**src/rtl/adc16dv160_capture_ctrl.sv**
```systemverilog
// rtl/adc16dv160_capture_ctrl.sv - ADC16DV160 sample packer: two 16-bit samples per 32-bit stream word
module adc16dv160_capture_ctrl (
  input  logic        ACLK,
  input  logic        ARESETN,
  input  logic        cr_start,
  input  logic        cr_test,
  input  logic        cr_rt,
  input  logic [31:0] dsize,
  input  logic [15:0] adc_data,
  input  logic        adc_valid,
  output logic [31:0] M_AXIS_TDATA,
  output logic        M_AXIS_TVALID,
  input  logic        M_AXIS_TREADY,
  output logic        M_AXIS_TLAST,
  output logic        busy,
  output logic        done,
  output logic        ovf
);

  typedef enum logic [1:0] {IDLE, CAPTURE, DRAIN} state_t;

  state_t      state_q;
  logic [31:0] len_q;
  logic [31:0] cnt_q;
  logic        half_q;
  logic [15:0] lo_q;
  logic [15:0] tcnt_q;
  logic [31:0] tdata_q;
  logic        tvalid_q;
  logic        tlast_q;
  logic        busy_q;
  logic        done_q;
  logic        ovf_q;

  logic [15:0] sample_d;
  logic [31:0] cnt_d;
  logic        last_d;
  logic        can_load_d;

  assign sample_d   = cr_test ? tcnt_q : adc_data;
  assign cnt_d      = cnt_q + 32'd1;
  assign last_d     = (cnt_d == len_q);
  // The output register can take a new word if empty or being emptied this cycle.
  assign can_load_d = !tvalid_q || M_AXIS_TREADY;

  always_ff @(posedge ACLK or negedge ARESETN) begin
    if (!ARESETN) begin
      state_q  <= IDLE;
      len_q    <= 32'd0;
      cnt_q    <= 32'd0;
      half_q   <= 1'b0;
      lo_q     <= 16'd0;
      tcnt_q   <= 16'd0;
      tdata_q  <= 32'd0;
      tvalid_q <= 1'b0;
      tlast_q  <= 1'b0;
      busy_q   <= 1'b0;
      done_q   <= 1'b0;
      ovf_q    <= 1'b0;
    end else begin
      done_q <= 1'b0;
      case (state_q)
        IDLE: begin
          if (cr_start && (dsize != 32'd0)) begin
            len_q   <= dsize;
            cnt_q   <= 32'd0;
            half_q  <= 1'b0;
            tcnt_q  <= 16'd0;
            ovf_q   <= 1'b0;
            busy_q  <= 1'b1;
            state_q <= CAPTURE;
          end
        end
        CAPTURE: begin
          if (tvalid_q && M_AXIS_TREADY) begin
            tvalid_q <= 1'b0;
            tlast_q  <= 1'b0;
          end
          if (adc_valid) begin
            if (cr_test) tcnt_q <= tcnt_q + 16'd1;
            if (!half_q) begin
              lo_q   <= sample_d;
              half_q <= 1'b1;
            end else begin
              half_q <= 1'b0;
              if (can_load_d) begin
                tdata_q  <= {sample_d, lo_q};
                tvalid_q <= 1'b1;
                tlast_q  <= last_d;
                cnt_q    <= cnt_d;
                if (last_d) state_q <= DRAIN;
              end else begin
                ovf_q <= 1'b1;
              end
            end
          end
        end
        DRAIN: begin
          // Only the TLAST word can be pending here; samples are dropped silently.
          if (tvalid_q && M_AXIS_TREADY) begin
            tvalid_q <= 1'b0;
            tlast_q  <= 1'b0;
            done_q   <= 1'b1;
            if (cr_rt && (dsize != 32'd0)) begin
              len_q   <= dsize;
              cnt_q   <= 32'd0;
              half_q  <= 1'b0;
              state_q <= CAPTURE;
            end else begin
              busy_q  <= 1'b0;
              state_q <= IDLE;
            end
          end
        end
        default: begin
          busy_q  <= 1'b0;
          state_q <= IDLE;
        end
      endcase
    end
  end

  assign M_AXIS_TDATA  = tdata_q;
  assign M_AXIS_TVALID = tvalid_q;
  assign M_AXIS_TLAST  = tlast_q;
  assign busy          = busy_q;
  assign done          = done_q;
  assign ovf           = ovf_q;

endmodule

```
**config.mk**
```make
export PLATFORM = sky130hd
export DESIGN_NAME = adc16dv160_capture_ctrl
export DESIGN_NICKNAME = d
export VERILOG_FILES = /design/src/rtl/adc16dv160_capture_ctrl.sv
export SDC_FILE = /design/constraint.sdc
export NUM_CORES = 1
export LEC_CHECK = 0
export BUFFER_PORTS_ARGS = -buffer_cell sky130_fd_sc_hd__buf_2
export CAP_MARGIN = 25
export CORE_UTILIZATION = 55
export CTS_BUF_LIST = sky130_fd_sc_hd__clkbuf_2 sky130_fd_sc_hd__clkbuf_4 sky130_fd_sc_hd__clkbuf_8
export DETAILED_ROUTE_END_ITERATION = 16
export GPL_ROUTABILITY_DRIVEN = 0
export MAX_ROUTING_LAYER = met4
export PLACE_DENSITY = 0.76
export SLEW_MARGIN = 5
export SYNTH_ARGS = -nofsm -noshare
export SYNTH_HDL_FRONTEND = slang
export SYNTH_SLANG_ARGS = --single-unit
export TNS_END_PERCENT = 10
```
**constraint.sdc**
```tcl
create_clock -name ACLK -period 5 [get_ports ACLK]
set_input_delay 0.25 -clock ACLK [delete_from_list [all_inputs] [get_ports ACLK]]
set_output_delay 0.25 -clock ACLK [all_outputs]
set_load 0.05 [all_outputs]
```
# Word-level counts from Yosys, hierarchy flattened
# Cells that the tools add are included.
# totals
ff_bits,136
inputBits,55
out_inout_bits,37
wordCells,99
# op_classes
addsub,2
n_eq_ne,13
mux,50
bitwise,2
reduce_logical,20
# op_table
op,n
2-to-1 mux 32 bit,9
case mux 32 bit (3 select lines),1
2-to-1 mux 16 bit,4
case mux 32 bit (2 select lines),1
"adder 32 x 1 -> 32 bit, second input constant",1
equality test 32 bit,1
case mux 16 bit (2 select lines),1
nonzero test 32 bit,1
2-to-1 mux 1 bit,22
"!= test 2 bit, second input constant",10
"adder 16 x 1 -> 16 bit, second input constant",1
AND reduction 4 bit,4
2-to-1 mux 2 bit,6
AND reduction 5 bit,2
AND reduction 7 bit,1
case mux 1 bit (2 select lines),3
case mux 1 bit (3 select lines),2
case mux 2 bit (3 select lines),1
AND reduction 6 bit,1
nonzero test 2 bit,3
logical AND 1 bit,3
AND reduction 3 bit,1
nonzero test 3 bit,1
"equality test 2 x 1 -> 1 bit, second input constant",1
5 further kinds,6

# Logic depth before layout (Yosys ltp)
# Gate-level depths: netlist (run 1).
# logic_depth
ltp_word,7
depth_mapped,10
ltp_nobuf,9

# Least setup slack after synthesis (run 1)
# OpenSTA, ideal clock, no wires.
# synth_timing
path_kind,register -> register
from,register cnt_q[1]
to,register state_q[0]
setup_time_ns,0.126
t_arrival_ns,2.789
required_time_ns,4.874
path_slack_ns,2.085
stages_incl_launch_ff,11
n_path_buf,1
period_less_slack_ns,2.915
path_cell_list,dfrtp_1 -> ha_1 -> nand3_2 -> or4_1 -> clkbuf_2 -> o31a_1 -> a2111oi_2 -> nor4b_2 -> nand4_1 -> mux2i_1 -> a221o_2
# synth_via
elab_chain_cells,4
# synth_lines
item,line,rtl
start: declaration,24,logic [31:0] cnt_q;
start signal: assignment,90,cnt_q <= cnt_d;
adder 32 x 1 -> 32 bit,41,assign cnt_d = cnt_q + 32'd1;
equality test 32 bit,42,assign last_d = (cnt_d == len_q);
!= test 2 bit (no line),--,
AND reduction 6 bit (no line),--,
end signal: assignment,48,state_q <= IDLE;
end signal: assignment,71,state_q <= CAPTURE;
end signal: assignment,91,if (last_d) state_q <= DRAIN;
end: declaration,22,state_t state_q;
# No other way between the ends.
# A chain may end at the register's enable or synchronous reset.

# Worst setup path after layout (run 1)
# layout_timing
from,register cnt_q[0]
to,register state_q[0]
# The elaborated chain is that of the path after synthesis.

==> qor.yml, run 1 <==
run_status:
  status: "finished clean"
place:
  hpwl_mm: 13.3
  dp_slack_ns: 1.34
  port_buffers: 91
synthesis:
  synth_area_leaders: "dfrtp_1 47%, mux2_2 8.0%, o21ai_0 5.1%"
  synthTopCellsByCount: "136 x dfrtp_1, 93 x nand2_1, 75 x o21ai_0"
  postSynthAreaPerCell_sq_um: 9.82
  synth_edf_count: 0
  syn-cell-area_sq_um: 7300
  synth.largest_area_cell: "dfrtp_1"
  synth_cell_types: 64
  yosysTopAreaCellShare_pct: 46.6
  dominantRegCellSynth: "dfrtp_1"
  synth_cells: 744
  yosysSeqAreaShare_pct: 46.6
  synth-seq-cells: 136
  synth_most_common_cell: "dfrtp_1"
  synth_warnings: 0
  synth_fp_nets: 805
  async_flop_share_pct: 100
power_and_ir_drop:
  ir_drop_mv: 0.404
  pwr-share-comb_pct: 33.3
  power_density_nw_per_um2: 472
  p_leak_uw: 0.00363
  switching_power_uw: 1550
  sw_frac_of_total_pct: 39.7
  internal-power_uw: 2360
  clkPwrFrac_pct: 23.9
  finalPower_uw: 3920
  seqPwrFrac_pct: 42.8
route:
  ant_nets: 0
  num_vias: 6169
  drc: 0
  viasPerCell: 6.18
  wl_mm: 18.6
  drtIter0Drc: 586
  dr.pass1.iters: 5
  avgRoutedWirePerCell_um: 18.7
final_layout:
  post-route-util_pct: 64.9
  seqCellArea_sq_um: 3400
  area.growth.synth_to_final_pct: 13.5
  fillers: 1002
  multiInputGateArea_sq_um: 3650
  nets: 873
  drive_gt1_share_pct: 24.1
floorplanning:
  num_rows: 41
  fp.dieH_um: 117
  die_area_sq_um: 13700
  start_util_pct: 57.2
  io_pins: 92
  coreArea_sq_um: 12800
  die_w_um: 117
sta:
  finClkSkew_ns: 0.0141
  maxSlewViolCount: 0
  hold_slack_ns: 0.0389
  fin_setup_tns_ns: 0
  rsz0062_at_grt: "no"
  maxSlewHeadroom_pct: 27.6
  setup_slack_ns: 1.29
  finalCritPeriodShare_pct: 74.1
  setup_viol: 0
  max_freq_ghz: 0.270
  fin_crit_ns: 3.71
  finalHoldViolCount: 0
  tightest_slew_ns: 1.08
setup_path:
  crit_arrival_ns: 4.05
  required_ns: 5.34
  critPathSlowestCell: "nor4_1"
  reg2regPathDepth: 9
  endpoint_kind: "flip-flop"
  cpPeakStageDelay_ns: 1.00
  critical_path_class: "reg -> reg"
  cp_max_fo: 14
  worstPathCellList: "ha_1, nand3_2, nor4_1, a21o_1, o2111ai_1, nor4b_2, nand4_1, mux2i_1, a221o_2"
  start_kind: "flip-flop"
clock_tree:
  clkSinkCount: 136
  post-cts-setup-buffers: 0
  cts_made_buffers: 17
  cts_buffer_depth: 2
  h-tree-depth: 4
  cts_tree: "built"
  cts_root_buf: "clkbuf_8"
  clkTransAtPathRegs_ns: 0.09
  worst_skew_pair.late_latency_ns: 0.46
grt:
  track_usage_pct: 29.5
  grt_pass1_vias: 5827
  overflow: 0
  grt_max_degree: 92
  antenna_found_initial: 1
  grt_pass1_wl_mm: 29.3
run:
  drv_cap: 0
hold_path:
  min_path_cells: 2
  hp-class: "in -> reg"
==> timing repair <==
item,4_1_cts,5_1_grt
endpoints found under the hold margin,90,0
resized for setup,0,0
hold buffers,1,0
==> state kept, by name, indices dropped and copies added (netlist names) <==
name / flops
M_AXIS_TDATA: 32
half_q: 1
done: 1
lo_q: 16
M_AXIS_TVALID: 1
cnt_q: 32
busy: 1
ovf: 1
len_q: 32
tcnt_q: 16
M_AXIS_TLAST: 1
state_q: 2
==> cells in the final DEF, fill, tap and decap left out, types with 5 or more instances in the layout <==
master      n
xnor2_1    27
o21ai_0    75
xor2_1     23
mux2i_1    20
and4_1      5
a21oi_1    12
clkbuf_8   18
and2_1      8
mux2_2     52
o31ai_1    19
nor3_1      7
nand4_1    20
buf_2      90
nor2_1     34
nand3_1    31
a31oi_1     5
nor4_1     21
nand2_1    93
a21o_1      5
inv_1      12
and3_1     10
ha_1        6
dfrtp_1   136
buf_4       6
==> layer usage <==
| metal | vias up | wire [um] | global-route usage, % |
|---|---|---|---|
| met2 | 262 | 8980 | 45.6 |
| li1 | 2842 | - | - |
| met1 | 3024 | 7850 | 37.6 |
| met5 | - | 0 | - |
| met3 | 41 | 1420 | 7.00 |
| met4 | 0 | 391 | 11.3 |
==> layout make-up <==
| type | instances | share of cell area (%) |
|---|---|---|
| multi-input combinational | 544 | 44.0 |
| timing repair buffer | 101 | 6.81 |
| antenna | 1 | 0.0302 |
| sequential | 136 | 41.1 |
| clock inverter | 14 | 1.98 |
| clock buffer | 18 | 2.99 |
| inverter | 12 | 0.543 |
| tap | 172 | 2.60 |
==> cells by family after synthesis <==
| family | synth area share [%] |
|---|---|
| DFF | 46.6 |
| and+or+nand+nor | 18.0 |
| AOI/OAI and AO/OA | 13.7 |
| buffers and inverters | 3.65 |
| xor gates and xnor gates | 6.30 |
| adders and majority gates | 1.03 |
| muxes | 10.8 |
==> power groups by stage <==
stage,logic [uW],registers (uW),clock network (uW)
CTS,1300,1670,956
detailed placement,1300,1700,0
global placement,1260,1670,0
floorplan,649,1970,0
finish,1300,1680,936
global route,1390,1720,999
==> stage by stage <==
stage,std cells,area [sq um]
floorplan,744,7300
global placement,961,7820
detailed placement,961,7820
CTS,994,8240
global route,998,8290
finish,998,8290
==> critical path: cells and delay by family (launching register included) <==
family	cells	cell delay (ns)
AOI/OAI and AO/OA	3	0.67
adders and majority gates	1	0.34
DFF	1	0.50
muxes	1	0.19
and+or+nand+nor	4	1.89
==> path summary, 6_finish.rpt <==
check                      slack (ns)              from                to
max                              1.29          cnt_q[0]        state_q[0]
min                              0.04         dsize[28]         len_q[28]
max reg2reg                      1.29          cnt_q[0]        state_q[0]
min reg2reg                      0.48  M_AXIS_TDATA[25]  M_AXIS_TDATA[25]
max in group asynchronous        3.44           ARESETN              busy
min in group asynchronous        0.45           ARESETN          len_q[9]
(Power assumes the default switching activity.)
==> inputs of run 2 (changes only) <==
Settings changed: PLACE_DENSITY 0.76 to 0.79.
Clock period 5 ns to 3.18 ns, I/O delays scaled along.
==> qor.yml, run 2 (synthesized netlist as in run 1, its figures left out) <==
setup_path:
  crit_arrival_ns: 3.47  # was 4.05 ns
  cp_max_fo: 8  # was 14
  endpoint_kind: "flip-flop"  # unchanged
  worst-r2r-setup-slack_ns: 0.07  # was 1.29 ns
  worstSetupPathDepth: 9  # unchanged
  r2r-start: "cnt_q[0]"  # unchanged
  start_kind: "flip-flop"  # unchanged
  cp.buffers_inverters: 0  # unchanged
  required_ns: 3.53  # was 5.34 ns
  critPathSlowestCell: "or4_4"  # was nor4_1
  reg2regPathDepth: 9  # unchanged
  r2r_end: "state_q[0]"  # unchanged
  cpPeakStageDelay_ns: 0.58  # was 1.00 ns
  startpoint: "cnt_q[0]"  # unchanged
  crit_family: "simple AND/OR/NAND/NOR gates"  # unchanged
  worstPathCellList: "ha_1, nand3_2, or4_4, o31a_1, a2111oi_2, nor4b_4, nand4_1, mux2i_1, a221o_2"  # was ha_1, nand3_2, nor4_1, a21o_1, o2111ai_1, nor4b_2, nand4_1, mux2i_1, a221o_2
  critical_path_class: "reg -> reg"  # unchanged
floorplanning:
  num_rows: 41  # unchanged
  fp.dieH_um: 117  # unchanged
  io_pins: 92  # unchanged
  die_w_um: 117  # unchanged
  start_util_pct: 57.2  # unchanged
  coreArea_sq_um: 12800  # unchanged
  die_area_sq_um: 13700  # unchanged
final_layout:
  drive_gt1_share_pct: 25.6  # was 24.1%
  area.growth.synth_to_final_pct: 20.5  # was 13.5%
  antennaDiodeCount: 0  # was 1
  fin_area_sq_um: 8800  # was 8290 sq um
  final_common_cell: "dfrtp_1"  # unchanged
  final_cell_mix: "132 x dfrtp_1, 93 x nand2_1, 90 x buf_2"  # was 136 x dfrtp_1, 93 x nand2_1, 90 x buf_2
  nets: 923  # was 873
clock_tree:
  clkSinkCount: 136  # unchanged
  clkTransAtPathRegs_ns: 0.08  # was 0.09 ns
  worst_skew_pair.late_latency_ns: 0.47  # was 0.46 ns
  cts_made_buffers: 17  # unchanged
  cts_root_buf: "clkbuf_8"  # unchanged
  cts_tree: "built"  # unchanged
  h-tree-depth: 4  # unchanged
  cts_buffer_depth: 2  # unchanged
route:
  wl_met3_mm: 1.71  # was 1.42 mm
  topRoutingLayerUsed: "met4"  # unchanged
  wl_met2_mm: 9.46  # was 8.98 mm
  drtIter0Drc: 649  # was 586
  num_vias: 6489  # was 6169
  avgRoutedWirePerCell_um: 19.1  # was 18.7 um
  dr.pass1.iters: 5  # unchanged
  ant_nets: 0  # unchanged
  routedLengthMet1_mm: 8.11  # was 7.85 mm
  viasPerCell: 6.20  # was 6.18
  wl_mm: 20.0  # was 18.6 mm
  drc: 0  # unchanged
sta:
  maxSlewHeadroom_pct: 36.5  # was 27.6%
  rsz0062_at_grt: "no"  # unchanged
  fin_setup_tns_ns: 0  # unchanged
  fin_crit_ns: 3.11  # was 3.71 ns
  finalHoldViolCount: 0  # unchanged
  setup_viol: 0  # unchanged
  finClkSkew_ns: 0.0159  # was 0.0141 ns
  maxSlewViolCount: 0  # unchanged
  finalCritPeriodShare_pct: 97.9  # was 74.1%
  max_freq_ghz: 0.321  # was 0.270 GHz
  tightest_slew_ns: 0.950  # was 1.08 ns
place:
  hpwl_mm: 13.6  # was 13.3 mm
  dpl_cell_area_sq_um: 7970  # was 7820 sq um
  port_buffers: 91  # unchanged
hold_path:
  min_from: "adc_data[13]"  # was dsize[28]
  min_path_cells: 3  # was 2
  hp-class: "in -> reg"  # unchanged
  holdPathEnd: "M_AXIS_TDATA[29]"  # was len_q[28]
power_and_ir_drop:
  switching_power_uw: 2570  # was 1550 uW
  p_leak_uw: 0.00386  # was 0.00363 uW
  ir_drop_mv: 0.611  # was 0.404 mV
  clkPwrFrac_pct: 24.0  # was 23.9%
  internal-power_uw: 3750  # was 2360 uW
  pwr-share-comb_pct: 34.1  # was 33.3%
  sw_frac_of_total_pct: 40.6  # was 39.7%
  seqPwrFrac_pct: 41.9  # was 42.8%
  power_density_nw_per_um2: 718  # was 472 nW/um^2
grt:
  antenna_found_initial: 0  # was 1
  track_usage_pct: 31.8  # was 29.5%
  grt_pass1_vias: 6261  # was 5827
  grt_max_degree: 97  # was 92
  overflow: 0  # unchanged
  grt_pass1_wl_mm: 31.5  # was 29.3 mm
run_status:
  status: "finished clean"  # unchanged
run:
  drv_cap: 0  # unchanged
## run 2: timing repair
action,CTS,global route
hold endpoints to repair,129,0
hold buffers,35,0
gates resized for setup,0,12
setup buffers,0,2
endpoints found under the setup margin,0,2
## run 2: how the worst max path moves through the flow
stage	slack, ns	to
6_report	0.07	state_q[0]
5_1_grt	0.005	state_q[0]
4_1_cts	0.03	state_q[0]
3_5_place_dp	0.04	state_q[0]
3_3_place_gp	0.21	state_q[0]
2_1_floorplan	0.26	state_q[0]
## run 2: final cells by class
class | count | area (sq um)
Multi-Input combinational cell | 544 | 3690
Inverter | 12 | 45.0
Sequential cell | 136 | 3410
Tap cell | 172 | 215
Timing Repair Buffer | 151 | 1020
Clock inverter | 15 | 180
Fill cell | 948 | 3970
Clock buffer | 17 | 234
## run 2: per-layer routing
metal	track usage (%)	vias to the layer above
li1	-	2937
met1	40.9	3131
met2	48.0	351
met3	6.80	70
met4	15.4	0
met5	-	-
## run 2: power by group through the flow
stage | registers, uW | clock network, uW | logic, uW
finish | 2650 | 1520 | 2160
global route | 2710 | 1600 | 2290
CTS | 2630 | 1530 | 2110
detailed placement | 2660 | 0 | 2060
global placement | 2630 | 0 | 2000
floorplan | 3100 | 0 | 1020
## run 2: tightest hold or removal path: stages
cell	delay [ns]
buf_2	0.08
mux2i_1	0.07
o21ai_0	0.14
## run 2: through the flow
stage	std cells	utilization, %	total power [uW]	worst slack [ns]	hold WS [ns]
final	1047	68.9	6320	0.0656	0.0193
after detailed placement	978	62.4	4730	0.0444	0.312
after global placement	978	62.4	4630	0.206	0.299
after CTS	1045	68.4	6270	0.0315	0.00208
after floorplan	744	-	4120	0.265	-0.137
after global routing	1047	68.9	6600	0.00489	0.0217
